## src/rtl/instruction_memory_loader.sv

```systemverilog
`default_nettype none
// ============================================================================
//  Module   : instruction_memory_loader
//  Purpose  : Boot-time loader for the core's instruction memory. Packs a
//             valid/ready byte stream big-endian into DWL-bit words and
//             writes them at consecutive word addresses from 0. The CPU is
//             held off until the requested number of words has been written.
//  Ports    : i_clk, i_rst_n (async, active-low)
//             i_start, i_len           session request and word count
//             i_byte_in, i_byte_valid  byte stream in; o_byte_ready back
//             o_imwe, o_imwa, o_imwd   instruction-memory write port
//             o_busy, o_done, o_cpu_hold  session status
//  Revision : 1.0  initial release
// ============================================================================
module instruction_memory_loader #(
  parameter int AWL   = 6,
  parameter int DWL   = 32,
  parameter int DEPTH = 2**AWL
) (
  input  logic           i_clk,
  input  logic           i_rst_n,
  input  logic           i_start,
  input  logic [AWL:0]   i_len,
  input  logic [7:0]     i_byte_in,
  input  logic           i_byte_valid,
  output logic           o_byte_ready,
  output logic           o_imwe,
  output logic [AWL-1:0] o_imwa,
  output logic [DWL-1:0] o_imwd,
  output logic           o_busy,
  output logic           o_done,
  output logic           o_cpu_hold
);

  localparam int c_BPW = DWL / 8;
  localparam int c_BCW = $clog2(c_BPW + 1);
  localparam logic [c_BCW-1:0] c_LAST_BYTE = c_BCW'(c_BPW - 1);
  localparam logic [AWL:0]     c_DEPTH_LEN = (AWL + 1)'(DEPTH);

  localparam logic [1:0] c_S_IDLE    = 2'd0;
  localparam logic [1:0] c_S_COLLECT = 2'd1;
  localparam logic [1:0] c_S_WRITE   = 2'd2;
  localparam logic [1:0] c_S_DONE    = 2'd3;

  logic [1:0]       r_state;
  logic [1:0]       w_next_state;
  logic [AWL:0]     r_len;
  logic [AWL:0]     r_word_cnt;
  logic [AWL:0]     w_word_inc;
  logic [AWL:0]     w_len_clamped;
  logic [AWL-1:0]   r_addr;
  logic [AWL-1:0]   r_imwa;
  logic [c_BCW-1:0] r_byte_cnt;
  logic [DWL-1:0]   r_shift;
  logic [DWL-1:0]   r_imwd;
  logic [DWL-1:0]   w_shift_next;
  logic             w_accept_start;
  logic             w_handshake;
  logic             w_last_byte;

  // START is only honoured between sessions; mid-session pulses are dropped.
  assign w_accept_start = i_start & ((r_state == c_S_IDLE) | (r_state == c_S_DONE));
  // Ready is state-decoded, so the handshake reduces to valid while collecting.
  assign w_handshake    = (r_state == c_S_COLLECT) & i_byte_valid;
  assign w_last_byte    = w_handshake & (r_byte_cnt == c_LAST_BYTE);
  // First byte of a word ends up in the most significant byte (big-endian).
  assign w_shift_next   = (r_shift << 8) | DWL'(i_byte_in);
  assign w_word_inc     = r_word_cnt + (AWL + 1)'(1);
  // Out-of-range lengths are clamped so the session still ends at DEPTH words.
  assign w_len_clamped  = (i_len > c_DEPTH_LEN) ? c_DEPTH_LEN : i_len;

  // --------------------------------------------------------------------------
  // FSM: state register
  // --------------------------------------------------------------------------
  always_ff @(posedge i_clk or negedge i_rst_n) begin
    if (!i_rst_n) begin
      r_state <= c_S_IDLE;
    end else begin
      r_state <= w_next_state;
    end
  end

  // --------------------------------------------------------------------------
  // FSM: next-state logic
  // --------------------------------------------------------------------------
  always_comb begin
    w_next_state = r_state;
    case (r_state)
      c_S_IDLE, c_S_DONE: begin
        if (w_accept_start) begin
          w_next_state = (i_len == '0) ? c_S_DONE : c_S_COLLECT;
        end
      end
      c_S_COLLECT: begin
        if (w_last_byte) begin
          w_next_state = c_S_WRITE;
        end
      end
      c_S_WRITE: begin
        w_next_state = (w_word_inc == r_len) ? c_S_DONE : c_S_COLLECT;
      end
      default: begin
        w_next_state = c_S_IDLE;
      end
    endcase
  end

  // --------------------------------------------------------------------------
  // FSM: outputs, decoded from state or taken from registers only
  // --------------------------------------------------------------------------
  always_comb begin
    o_byte_ready = (r_state == c_S_COLLECT);
    o_imwe       = (r_state == c_S_WRITE);
    o_busy       = (r_state == c_S_COLLECT) | (r_state == c_S_WRITE);
    o_done       = (r_state == c_S_DONE);
    o_cpu_hold   = (r_state != c_S_DONE);
    o_imwa       = r_imwa;
    o_imwd       = r_imwd;
  end

  // --------------------------------------------------------------------------
  // Datapath: counters, byte packer and write-port registers
  // --------------------------------------------------------------------------
  always_ff @(posedge i_clk or negedge i_rst_n) begin
    if (!i_rst_n) begin
      r_len      <= '0;
      r_word_cnt <= '0;
      r_addr     <= '0;
      r_byte_cnt <= '0;
      r_shift    <= '0;
      r_imwa     <= '0;
      r_imwd     <= '0;
    end else begin
      if (w_accept_start) begin
        r_len      <= w_len_clamped;
        r_word_cnt <= '0;
        r_addr     <= '0;
        r_byte_cnt <= '0;
      end

      if (w_handshake) begin
        r_shift <= w_shift_next;
        if (w_last_byte) begin
          r_byte_cnt <= '0;
          // Write port is loaded as the word completes, so it is valid for
          // the whole WRITE cycle and then holds until the next word.
          r_imwd     <= w_shift_next;
          r_imwa     <= r_addr;
        end else begin
          r_byte_cnt <= r_byte_cnt + c_BCW'(1);
        end
      end

      if (r_state == c_S_WRITE) begin
        r_word_cnt <= w_word_inc;
        // Wraps to 0 only after the DEPTH-th word, when the session ends.
        r_addr     <= r_addr + AWL'(1);
        r_byte_cnt <= '0;
      end
    end
  end

endmodule
`default_nettype wire

```

## config.mk

```make
export PLATFORM = sky130hd
export DESIGN_NAME = instruction_memory_loader
export DESIGN_NICKNAME = d
export VERILOG_FILES = /design/src/rtl/instruction_memory_loader.sv
export SDC_FILE = /design/constraint.sdc
export NUM_CORES = 1
export LEC_CHECK = 0
export CORE_MARGIN = 4
export CORE_UTILIZATION = 50
export DETAILED_ROUTE_END_ITERATION = 12
export GPL_TIMING_DRIVEN = 1
export HOLD_SLACK_MARGIN = 0.05
export PLACE_DENSITY = 0.76
export SLEW_MARGIN = 20
export SYNTH_ARGS = -nofsm -noshare
export SYNTH_HDL_FRONTEND = slang
export SYNTH_SLANG_ARGS = --single-unit
```

## constraint.sdc

```tcl
create_clock -name i_clk -period 2.2 [get_ports i_clk]
set_clock_uncertainty 0.05 [all_clocks]
set_input_delay 0.44 -clock i_clk [delete_from_list [all_inputs] [get_ports i_clk]]
set_output_delay 0.44 -clock i_clk [all_outputs]
set_load 0.01 [all_outputs]
```

* Word level (Yosys, flattened, before mapping)
Index checks and enable logic that the tools add are counted.
** Storage, ports and cells
- Register bits :: 87
- Input port bits :: 19
- Output and inout bits :: 43
** Operators by class
- Reductions and logical operators :: 7
- $add $sub $neg :: 3
- Bitwise operators :: 6
- $lt $le $gt $ge :: 1
- Multiplexer cells :: 14
- Equality and inequality tests :: 8
** Operator list (number)
- OR 32 x 8 -> 32 bit :: 1
- 2-to-1 mux 7 bit :: 3
- 2-to-1 mux 3 bit :: 4
- 2-to-1 mux 6 bit :: 2
- 2-to-1 mux 2 bit :: 4
- adder 7 x 1 -> 7 bit, second input constant :: 1
- == test 7 bit :: 1
- greater-than comparator 7 bit, second input constant :: 1
- zero test 7 bit :: 1
- adder 6 x 1 -> 6 bit, second input constant :: 1
- case mux 2 bit (3 select lines) :: 1
- == test 2 bit, second input constant :: 2
- != test 2 bit, second input constant :: 2
- AND reduction 2 bit :: 2
- adder 3 x 1 -> 3 bit, second input constant :: 1
- bitwise AND 1 bit :: 3
- == test 3 x 2 -> 1 bit, second input constant :: 1
- nonzero test 3 bit :: 1
- == test 2 x 1 -> 1 bit, second input constant :: 1
- zero test 2 bit :: 1
- != test 2 x 1 -> 1 bit, second input constant :: 1
- OR 1 bit :: 2
- nonzero test 2 bit :: 1
- OR reduction 2 bit :: 1

* Longest topological paths before layout
- Word-level depth :: 6
- Mapped depth :: 8

* Least setup slack after synthesis
No wires, ideal clock.
- Path kind :: register to register
- From :: register r_word_cnt[0]
- To :: register r_state[1]
- Data arrival time :: 1.616 ns
- Clock period less this slack :: 1.795 ns
- Stages on the path, launching flop included :: 7
- Buffers on the path :: 0
- Setup time :: 0.129 ns
- Setup slack :: 0.405 ns
- Cell sequence :: dfrtp_1 ha_1 xor2_1 nor4_1 or4_1 a221oi_2 nor3_1
** Between the ends
- Word-level cells in the longest chain between the ends :: 4
** RTL lines
- start: declaration :: RTL line 48 : logic [AWL:0] r_word_cnt;
- start signal: assignment :: RTL line 155 : r_word_cnt <= w_word_inc;
- adder 7 x 1 -> 7 bit :: RTL line 68 : assign w_word_inc = r_word_cnt + (AWL + 1)'(1);
- == test 7 bit :: RTL line 100 : w_next_state = (w_word_inc == r_len) ? c_S_DONE : c_S_COLLECT;
- 2-to-1 mux 2 bit :: RTL line 100
- case mux 2 bit (3 select lines) :: RTL line 88 : case (r_state)
- end signal: assignment :: RTL line 77 : r_state <= c_S_IDLE;
- end signal: assignment :: RTL line 79 : r_state <= w_next_state;
- end: declaration :: RTL line 45 : logic [1:0] r_state;
No other way between the ends.
A chain may end at the register's enable or synchronous reset.

* Worst setup path in the final report
- From :: register r_state[0]
- To :: output port o_done
** Between the ends
- Word-level cells in the longest chain between the ends :: 1
** RTL lines
- == test 2 bit :: RTL line 115 : o_done = (r_state == c_S_DONE);
- end: declaration :: RTL line 31 : output logic o_done,
No other way between the ends.

==> metrics.yaml <==
cells_and_area:
  drive_above_1_share_pct: 26.4
  area_growth_pct: 27.9
  n_fill_cell: 576
  diodes: 0
  final_common_cell: "dfrtp_1"
  nets: 381
  final_cell_mix: "dfrtp_1, mux2_2, clkdlybuf4s50_1"
setup_path:
  critPathLaunchType: "flop"
  crit_path_max_incr_delay_ps: 480
  crit_chain: "buf_4, ha_1, clkdlybuf4s50_1"
  cp_num_buf_inv: 2
  crit_slowest_cell: "clkdlybuf4s50_1"
  cp_max_fo: 3
  path_class: "flop to output port"
  rr_worst_depth: 6
  r2r_end: "r_state[1]"
  crit_required_ps: 1710
  rr_startpoint: "r_word_cnt[0]"
  r2r_slack_ps: 280
  arrival_ps: 1600
  critical_path.top_delay_family: "buffers and inverters"
  cp-end-kind: "output port"
place:
  dp_hpwl_mm: 4.83
  place_ws_ps: 70.1
  gp_congestion: 0.784
  numPortBuffers: 61
min_path:
  worstHoldEndpoint: "r_addr[5]"
  min_from: "r_addr[5]"
  hold_class: "flop to flop"
  whs_path_depth: 1
route:
  route.antenna.remaining_nets: 0
  vias_per_cell: 5.19
  drc_errors: 0
  drtIter0Drc: 110
  wl_per_cell_um: 15.2
  dr.pass1.iters: 4
  vias: 2382
  routed_wl_mm: 6.99
floorplanning:
  dieArea_sq_um: 8910
  die_x_um: 94.4
  rows: 31
  die_y_um: 94.4
  pin_count: 62
  core_sq_um: 7250
  start_util_pct: 51.5
global_route:
  grt_pass1_vias: 2496
  grt_pass1_wl_mm: 12.1
  antenna_found_initial: 0
  grt-ovfl-total: 0
  grt_usage_pct: 17.4
  grt_max_degree: 39
sta:
  slew_headroom_pct: 59.3
  fmax_mhz: 478
  finalMaxSlewViolations: 0
  finalWorstSetupSlack_ps: 106
  finalSetupViolCount: 0
  hold_viol: 0
  rsz0062_at_grt: "false"
  worst_pin_slew_ps: 609
  period_needed_ps: 2090
  fin_setup_tns_ps: 0
  post-route-period-util_pct: 95.2
clock_network:
  htree_levels: 3
  cts_tree: "built"
  cts_max_path_buffers: 2
  worstSkewPairLatency_ps: 340
  clkSinkCount: 87
  path_clk_slew_ps: 90
  numCtsBuffers: 9
  cts-root-buf: "clkbuf_8"
pwr:
  power_switching_w: 0.00190
  internal-power_w: 0.00410
  leakagePower_nw: 2.18
  powerDensity_nw_per_um2: 1260
  swShare_pct: 31.7
  vdd_drop_max_v: 0.000713
  clkPwrFrac_pct: 21.2
  seqPwrFrac_pct: 43.0
  combinationalPowerShare_pct: 35.8
logic_synthesis:
  synth_seq_cells: 87
  ys_types: 36
  synth.cell_area_sq_um: 3730
  avgSynthCellArea_sq_um: 12.9
  syn-instance-count: 289
  seq_area_frac_synth_pct: 58.3
  synth_nets: 315
  async_reset_ff_share_pct: 100
  synth-edff-count: 0
  synthFlopType: "dfrtp_1"
  ys_warn_count: 0
status:
  outcome: "finished clean"
run:
  max-cap-violations: 0
## power by group through the flow
stage,Sequential (W),Clock [W],Combinational (W)
floorplan,0.00260,0,0.00116
global placement,0.00257,0,0.00207
detailed placement,0.00261,0,0.00212
CTS,0.00258,0.00130,0.00218
global route,0.00267,0.00138,0.00235
finish,0.00258,0.00127,0.00215
## kinds of logic (layout without fill, tap and decap cells)
group,Yosys count,in the layout,synth area share [%]
AND/OR/NAND/NOR,61,61,7.67
multiplexers,66,66,19.8
flip-flops,87,87,58.3
AO/OA/AOI/OAI,32,32,5.40
buffers and inverters,22,93,2.45
adder cells (fa/ha/maj),7,7,2.35
XOR/XNOR,14,14,4.02
## registers in the layout, summed over array words and instances, names as in the netlist
signal and count:
r_byte_cnt 3, r_shift 24, o_imwa 6, r_addr 6
r_state 2, r_word_cnt 7, r_len 7, o_imwd 32
## Yosys cell counts, drive strengths merged, types with 4 or more instances
library cell | count | share of area, %
a21oi | 4 | 0.54
buf | 7 | 0.90
clkbuf | 9 | 0.94
dfrtp | 87 | 58
ha | 7 | 2.3
inv | 6 | 0.60
mux2 | 63 | 19
nand2 | 32 | 3.2
nand2b | 6 | 1.0
nand3 | 6 | 0.94
nor2 | 5 | 0.50
nor3 | 4 | 0.54
o21ai | 16 | 2.1
xnor2 | 6 | 1.4
xor2 | 6 | 1.4
## per-layer routing
layer / track usage [%] / up-vias / wire length (um)
met5: 0 / - / 0
met4: 6.14 / 0 / 85
met3: 5.98 / 9 / 429
met2: 27.9 / 46 / 3420
met1: 22.2 / 1189 / 3050
li1: - / 1138 / -
## cell type report
type	count	area (sq um)	area share (%)
clock buffer	9	124	2.59
clock inverter	7	109	2.28
inverter	6	22.5	0.472
multi-input combinational	180	1500	31.3
sequential	87	2180	45.6
tap	99	124	2.59
timing repair buffer	71	723	15.1
## repair_timing
item                                    in CTS  in global routing
endpoints found under the setup margin       2                  1
setup buffers                                1                  0
cloned                                       0                  0
hold endpoints to repair                    36                  0
hold buffers                                 1                  0
gates resized for setup                      5                  2
## stage by stage
stage	total power (W)	hold slack (ps)	cell area (sq um)	std cells	util, %
after floorplan	0.00376	94.4	3730	289	-
after global placement	0.00464	395	4500	441	62.0
after detailed placement	0.00473	394	4500	441	62.0
after CTS	0.00606	443	4770	459	65.8
after global routing	0.00640	472	4780	459	65.8
final	0.00600	437	4780	459	65.8
## worst max-delay path by stage
stage | startpoint | end | slack [ps] | cells after the start
after global placement | i_len[6] | r_state[1] | 180 | 5
final | r_state[0] | o_done | 110 | 3
after detailed placement | i_len[6] | r_state[1] | 70 | 5
after CTS | r_state[1] | o_byte_ready | 30 | 3
after floorplan | r_word_cnt[0] | r_state[1] | 400 | 6
after global routing | r_state[0] | o_done | 40 | 3
No activity file was read; power rests on OpenSTA's default activity.
